## src/rtl/nes_ppu_pkg.sv

```systemverilog
// Shared widths, constants and small helpers for the NES pixel/palette path.
package nes_ppu_pkg;

  localparam int unsigned PAL_ADDR_W = 5;
  localparam int unsigned COLOR_W    = 6;
  localparam int unsigned PIX_W      = 2;

  // Universal backdrop entry; the mirrored 0x10/14/18/1C slots are never addressed.
  localparam logic [PAL_ADDR_W-1:0] BACKDROP_ADDR = 5'h00;

  // Grayscale keeps only the luma row of the NES colour index.
  localparam logic [COLOR_W-1:0] GRAY_MASK = 6'h30;

  // Sideband bit positions within sync_in / sync_out.
  localparam int unsigned HSYNC   = 0;
  localparam int unsigned VSYNC   = 1;
  localparam int unsigned VISIBLE = 2;

  // Pattern value 0 is transparent on both layers.
  function automatic logic is_opaque(input logic [PIX_W-1:0] pix);
    return pix != '0;
  endfunction

  // Palette RAM layout: bit 4 selects sprite half, then palette, then pattern.
  function automatic logic [PAL_ADDR_W-1:0] pal_entry(
    input logic             is_spr,
    input logic [PIX_W-1:0] pal,
    input logic [PIX_W-1:0] pix
  );
    return {is_spr, pal, pix};
  endfunction

endpackage

```

## src/rtl/nes_pix_prio_mux.sv

```systemverilog
// Background/sprite priority and transparency resolution (combinational).
module nes_pix_prio_mux
  import nes_ppu_pkg::*;
(
  input  logic [PIX_W-1:0]      bg_pix,
  input  logic [PIX_W-1:0]      bg_pal,
  input  logic [PIX_W-1:0]      spr_pix,
  input  logic [PIX_W-1:0]      spr_pal,
  input  logic                  spr_behind,
  output logic [PAL_ADDR_W-1:0] addr_c,
  output logic                  both_opaque_c
);

  logic bg_op_c;
  logic spr_op_c;

  assign bg_op_c  = is_opaque(bg_pix);
  assign spr_op_c = is_opaque(spr_pix);

  // Pick the winning layer; fully transparent pixels fall back to the backdrop.
  always_comb begin
    addr_c        = BACKDROP_ADDR;
    both_opaque_c = bg_op_c & spr_op_c;
    unique case ({bg_op_c, spr_op_c})
      2'b10:   addr_c = pal_entry(1'b0, bg_pal, bg_pix);
      2'b01:   addr_c = pal_entry(1'b1, spr_pal, spr_pix);
      2'b11:   addr_c = spr_behind ? pal_entry(1'b0, bg_pal, bg_pix)
                                   : pal_entry(1'b1, spr_pal, spr_pix);
      default: addr_c = BACKDROP_ADDR;
    endcase
  end

endmodule

```

## src/rtl/nes_pix_pal_pipe.sv

```systemverilog
// Pixel composition in front of the 32-entry palette ROM: resolves priority,
// drives the ROM address, re-aligns the returned colour with the sidebands and
// tracks the sticky sprite-0 hit. Optional grayscale via NES_PIX_GRAYSCALE_EN.
module nes_pix_pal_pipe
  import nes_ppu_pkg::*;
#(
  parameter  int unsigned SYNC_W   = 3,
  localparam int unsigned PIPE_LAT = 3
) (
  input  logic                  clk,
  input  logic                  rst,
  input  logic                  pix_ce,
  input  logic                  in_valid,
  input  logic [PIX_W-1:0]      bg_pix,
  input  logic [PIX_W-1:0]      bg_pal,
  input  logic [PIX_W-1:0]      spr_pix,
  input  logic [PIX_W-1:0]      spr_pal,
  input  logic                  spr_behind,
  input  logic                  spr_zero,
  input  logic [SYNC_W-1:0]     sync_in,
  input  logic                  frame_start,
`ifdef NES_PIX_GRAYSCALE_EN
  input  logic                  gray,
`endif
  output logic [PAL_ADDR_W-1:0] pal_addr,
  input  logic [7:0]            pal_dout,
  output logic                  out_valid,
  output logic [COLOR_W-1:0]    out_color,
  output logic [SYNC_W-1:0]     sync_out,
  output logic                  spr0_hit
);

  logic [PAL_ADDR_W-1:0]          addr_c;
  logic                           both_opaque_c;
  logic                           hit_c;
  logic [PIPE_LAT-1:0]            vld_sr;
  logic [PIPE_LAT-1:0][SYNC_W-1:0] sync_sr;
  logic                           ce_d;
  logic [COLOR_W-1:0]             dout_hold;
  logic [COLOR_W-1:0]             rom_color_c;
  logic [COLOR_W-1:0]             color_c;
  logic                           unused_rom_hi;

  assign unused_rom_hi = ^pal_dout[7:COLOR_W];

  nes_pix_prio_mux u_prio_mux (
    .bg_pix        (bg_pix),
    .bg_pal        (bg_pal),
    .spr_pix       (spr_pix),
    .spr_pal       (spr_pal),
    .spr_behind    (spr_behind),
    .addr_c        (addr_c),
    .both_opaque_c (both_opaque_c)
  );

  // S1: palette address register; invalid pixels park on the backdrop entry.
  always_ff @(posedge clk or posedge rst) begin
    if (rst) begin
      pal_addr <= BACKDROP_ADDR;
    end else if (pix_ce) begin
      pal_addr <= in_valid ? addr_c : BACKDROP_ADDR;
    end
  end

  // S1..S3: valid/sideband delay line, one tap per pixel-enable edge.
  always_ff @(posedge clk or posedge rst) begin
    if (rst) begin
      vld_sr  <= '0;
      sync_sr <= '0;
    end else if (pix_ce) begin
      vld_sr  <= {vld_sr[PIPE_LAT-2:0], in_valid};
      sync_sr <= {sync_sr[PIPE_LAT-2:0], sync_in};
    end
  end

  assign out_valid = vld_sr[PIPE_LAT-1];
  assign sync_out  = sync_sr[PIPE_LAT-1];

  // ROM data for the S2 address is on pal_dout one clk after the S2 edge;
  // with sparse enables the address moves on before S3, so that value is held.
  always_ff @(posedge clk or posedge rst) begin
    if (rst) begin
      ce_d      <= 1'b0;
      dout_hold <= '0;
    end else begin
      ce_d <= pix_ce;
      if (ce_d) begin
        dout_hold <= pal_dout[COLOR_W-1:0];
      end
    end
  end

  assign rom_color_c = ce_d ? pal_dout[COLOR_W-1:0] : dout_hold;

`ifdef NES_PIX_GRAYSCALE_EN
  logic [PIPE_LAT-2:0] gray_sr;

  // Gray request travels with its pixel through S1 and S2.
  always_ff @(posedge clk or posedge rst) begin
    if (rst) begin
      gray_sr <= '0;
    end else if (pix_ce) begin
      gray_sr <= {gray_sr[PIPE_LAT-3:0], gray};
    end
  end

  // Grayscale keeps only the luma bits of the ROM colour.
  always_comb begin
    color_c = rom_color_c;
    if (gray_sr[PIPE_LAT-2]) begin
      color_c = rom_color_c & GRAY_MASK;
    end
  end
`else
  // Colour passes through untouched in the default build.
  always_comb begin
    color_c = rom_color_c;
  end
`endif

  // S3: final colour register.
  always_ff @(posedge clk or posedge rst) begin
    if (rst) begin
      out_color <= '0;
    end else if (pix_ce) begin
      out_color <= color_c;
    end
  end

  assign hit_c = pix_ce & in_valid & spr_zero & both_opaque_c & sync_in[VISIBLE];

  // Sticky sprite-0 hit; frame_start is sampled every clk and beats a new hit.
  always_ff @(posedge clk or posedge rst) begin
    if (rst) begin
      spr0_hit <= 1'b0;
    end else if (frame_start) begin
      spr0_hit <= 1'b0;
    end else if (hit_c) begin
      spr0_hit <= 1'b1;
    end
  end

endmodule

```

## config.mk

```make
export PLATFORM = sky130hd
export DESIGN_NAME = nes_pix_pal_pipe
export DESIGN_NICKNAME = d
export VERILOG_FILES = /design/src/rtl/nes_ppu_pkg.sv /design/src/rtl/nes_pix_prio_mux.sv /design/src/rtl/nes_pix_pal_pipe.sv
export SDC_FILE = /design/constraint.sdc
export NUM_CORES = 1
export LEC_CHECK = 0
export ABC_AREA = 1
export CAP_MARGIN = 25
export CORE_MARGIN = 4
export CORE_UTILIZATION = 52
export CTS_BUF_LIST = sky130_fd_sc_hd__clkbuf_8
export CTS_CLUSTER_SIZE = 28
export DETAILED_ROUTE_END_ITERATION = 12
export PLACE_DENSITY = 0.85
export SYNTH_ARGS = -nofsm -noshare
export SYNTH_HDL_FRONTEND = slang
export SYNTH_HIERARCHICAL = 1
export SYNTH_SLANG_ARGS = --single-unit
```

## constraint.sdc

```tcl
create_clock -name clk -period 2.05 [get_ports clk]
set_clock_uncertainty 0.15 [all_clocks]
set_input_delay 0.3075 -clock clk [delete_from_list [all_inputs] [get_ports clk]]
set_output_delay 0.3075 -clock clk [all_outputs]
set_load 0.005 [all_outputs]
```

; After elaboration in Yosys (flattened, before gate mapping)
; Index checks and enable logic that the tools add are counted.
[word_totals]
reg_bits = 31
word_cells = 26
[classes]
eq_ne = 3
n_mux = 6
bitwise_logic = 5
n_reduce_logical = 3
[ops]
columns = cell, n
row1 = $pmux W5 S3, 1
row2 = $mux W5, 2
row3 = $mux W6, 1
row4 = $reduce_bool A2 Y1, 3
row5 = $and A1 B1 Y1, 5
row6 = $eq A2 B2 Y1 const B, 2
row7 = $eq A2 B1 Y1 const B, 1
row8 = $mux W1, 2

; Depth between registers and ports, before layout
[depth]
ltp_word = 6
depth_mapped = 7

; Cells and area by module
; The synthesis kept the hierarchy.
[by_module_without_submodules]
columns = mod, n_inst, cells_per_inst, area_each_um2
row1 = nes_pix_pal_pipe, 1, 120, 1229.9
row2 = nes_pix_prio_mux, 1, 41, 172.7

; Worst setup path before layout
; OpenSTA, ideal clock, no wires.
[synth_path]
kind = input port to flip-flop
startpoint = input port spr_pix[1]
endpoint = register pal_addr[2]
arrival_time_ns = 0.821
setup_slack_ns = 0.946
cell_stages = 6
path_buffers = 0
cell_sequence = nor2_2 > nor2_2 > nand2_1 > nand3_1 > nand3_1 > o21ai_0
[synth_between]
elab_chain_len = 4
word_cells_on_any_way = 6
[synth_lines]
columns = element, line
row1 = "start, declared", nes_pix_pal_pipe.sv:16  ; input logic [PIX_W-1:0] spr_pix,
row2 = $reduce_bool A2 Y1 (*), nes_ppu_pkg.sv:21  ; return pix != '0;
row3 = $eq A2 B2 Y1 or $eq A2 B1 Y1 (tied branches), nes_pix_prio_mux.sv:24  ; unique case ({bg_op_c, spr_op_c})
row4 = $pmux W5 S3 (*), nes_pix_prio_mux.sv:24
row5 = net addr_c[2], nes_pix_pal_pipe.sv:33  ; logic [PAL_ADDR_W-1:0] addr_c;
row6 = $mux W5 (*), nes_pix_pal_pipe.sv:61  ; pal_addr <= in_valid ? addr_c : BACKDROP_ADDR;
row7 = "end signal, assigned", nes_pix_pal_pipe.sv:61
row8 = "end, declared", nes_pix_pal_pipe.sv:25  ; output logic [PAL_ADDR_W-1:0] pal_addr,
; The timed path passes the listed nets; every way through them passes the cells marked *.
; A chain may end at the register's enable or synchronous reset.

; Worst setup path after layout
[layout_path]
startpoint = register spr0_hit
endpoint = output port spr0_hit
[layout_rtl]
columns = element, line
row1 = "start, declared", nes_pix_pal_pipe.sv:30  ; output logic spr0_hit
row2 = "start signal, assigned", nes_pix_pal_pipe.sv:135  ; spr0_hit <= 1'b0;
row3 = "start signal, assigned", nes_pix_pal_pipe.sv:137  ; spr0_hit <= 1'b0;
row4 = "start signal, assigned", nes_pix_pal_pipe.sv:139  ; spr0_hit <= 1'b1;
; No word-level cell between the ends.

==> impl_metrics.ini <==
[sta]
layout_setup_ws_ns = 0.442
drv_slew = 0
timing.fmax_mhz = 622
finalHoldViolations = 0
setup-tns-final_ns = 0
finalSetupViolCount = 0
fin_crit_ns = 1.61
max-slew-margin-rel_pct = 75.2
whs_ns = 0.258
tightest_slew_ns = 0.372
min_period_over_period_pct = 78.5
rsz0062_at_grt = false

[clocking]
htree_levels = 2
clk_path_buf_depth = 2
root_buffer = clkbuf_8
postCtsSetupBuffers = 0
clock_latency_ns = 0.28
path_clk_slew_ns = 0.07
cts-buffers-inserted = 5
cts_hold_buf = 0
cts_resized = 0
cts_tree = done
clock-sinks = 31

[power_and_ir_drop]
p_per_area_nw_per_um2 = 830
p_leak_nw = 0.913
irDropWorstVdd_uv = 689
power_w = 0.00158

[yosys]
yosysSeqAreaShare_pct = 55.3
yosys.area.top_type = dfrtp_1
synthTopCellsByArea = dfrtp_1 (55%), nand2_1 (9.9%), inv_1 (7.8%)
synth_top_area_share_pct = 55.3
ys_types = 17
synth_seq_cells = 31
synth_warnings = 6
synth_nets = 187
syn_inst = 161
netlist_area_um2 = 1400
synth_area_per_cell_um2 = 8.71

[place]
place.detailed.hpwl_um = 2050
dp_slack_ns = 0.305
gp_congestion = 0.831
portBuffers = 39

[drt]
post-route-drc-count = 0
routed_wl_um = 2820
dr.first_iter.drc_count = 52
wl_per_cell_um = 12.2
ant_nets = 0
num_vias = 1156
vias_per_cell = 5.00
first_pass_iters = 5

[setup_path]
path_cells = clkdlybuf4s50_1
cpPeakStageDelay_ns = 0.51
cp_top_family = buffers and inverters
end_kind = output port
worst_ep_required_time_ns = 1.59
path_max_fanout = 2
arrival_ns = 1.15
crit_path_start_kind = flip-flop
critical_path_class = flip-flop to output port
cp_slowest_cell = clkdlybuf4s50_1
path_buf_inv = 1

[floorplanning]
core_um2 = 2520
die_h_um = 59.9
die_w_um = 59.9
ios = 42
start_util_pct = 55.6
dieArea_um2 = 3590
rows = 18

[run]
drv_cap = 0

[grt]
grtUsageTotal_pct = 18.7
antenna_found_initial = 0
grt_max_degree = 44
grt-ovfl-total = 0
grt_pass1_wl_um = 4810
grt_pass1_vias = 1131

[cells_and_area]
syn2layout_area_growth_pct = 35.5
nets = 226
n_antenna_cell = 0
drive_above_1_share_pct = 8.96

[worst_hold_path]
worstHoldPathType = primary input to asynchronous set/reset pin

[run_status]
status = finished clean
cell usage in the layout (no fill, tap or decap):
cell type	Yosys	final
a21oi_1	5	5
buf_12	1	1
buf_4	4	1
bufinv_16	0	1
clkbuf_8	0	6
clkdlybuf4s50_1	0	39
clkinv_2	0	1
dfrtp_1	31	31
inv_1	29	29
mux2_2	2	2
mux2_4	2	2
nand2_1	37	37
nand2_2	1	1
nand3_1	12	12
nor2_1	7	7
nor2_2	3	3
o21ai_0	19	19
o21ai_1	4	4
cell type report:
type                            count  area [um2]
Sequential cell                    31         776
Fill cell                         204         622
Multi-Input combinational cell     92         443
Timing Repair Buffer               41         418
Inverter                           29         109
Clock buffer                        6        82.6
Tap cell                           30        37.5
Clock inverter                      2        35.0
cells by family (layout without fill, tap and decap cells):
| group | count (synthesis) | in the layout | share of synthesized area, % |
|---|---|---|---|
| AO/OA/AOI/OAI | 28 | 28 | 9.99 |
| buffers and inverters | 38 | 78 | 13.1 |
| flip-flops | 31 | 31 | 55.3 |
| multiplexers | 4 | 4 | 3.75 |
| AND/OR/NAND/NOR | 60 | 60 | 17.8 |
flip-flops by register name, summed over array words and instances (netlist names):
| name | count |
|---|---|
| out_color | 6 |
| sync_sr | 6 |
| ce_d | 1 |
| spr0_hit | 1 |
| dout_hold | 6 |
| vld_sr | 3 |
| sync_out | 3 |
| pal_addr | 5 |
final timing paths:
kind,depth (start not counted),endpoint,slack [ns],from
max,1,spr0_hit,0.44,spr0_hit
min,3,ce_d,0.26,rst
max reg2reg,3,out_color[5],0.88,ce_d
min reg2reg,2,sync_sr[4],0.35,sync_sr[1]
max in group asynchronous,3,dout_hold[2],1.22,rst
min in group clk,2,sync_sr[4],0.35,sync_sr[1]
cell usage after synthesis:
cell,n
o21ai_0,19
mux2_4,2
nand3_1,12
nor2_1,7
buf_12,1
dfrtp_1,31
inv_1,29
a21oi_1,5
nand2_2,1
nand2_1,37
o21ai_1,4
buf_6,1
buf_4,4
nor2_2,3
clkbuf_1,1
mux2_2,2
buf_2,2
metrics by stage:
| step | utilization [%] | std cells | cell area (um2) |
|---|---|---|---|
| 5_1_grt | 75.3 | 231 | 1900 |
| 3_5_place_dp | 70.7 | 223 | 1780 |
| 3_3_place_gp | 70.7 | 223 | 1780 |
| 2_1_floorplan | - | 161 | 1400 |
| 4_1_cts | 75.3 | 231 | 1900 |
| 6_report | 75.3 | 231 | 1900 |
power breakdown:
group | internal, W | switching, W
sequential | 0.000675 | 0.0000305
combinational | 0.000147 | 0.000110
clock | 0.000393 | 0.000222
metal layers:
metal / up-vias / share of wire, % / track usage (%)
met4: 0 / 2.4 / 8.23
li1: 571 / - / -
met1: 528 / 38 / 20.2
met5: - / 0 / 0
met2: 50 / 51 / 32.1
met3: 7 / 8.7 / 7.34
worst register-to-register path, delay by kind of cell, from the launching register on:
kind             cells  cell delay (ns)
AO/OA/AOI/OAI        2             0.37
flip-flops           1             0.50
AND/OR/NAND/NOR      1             0.07
Power figures use the tool's default switching activity.
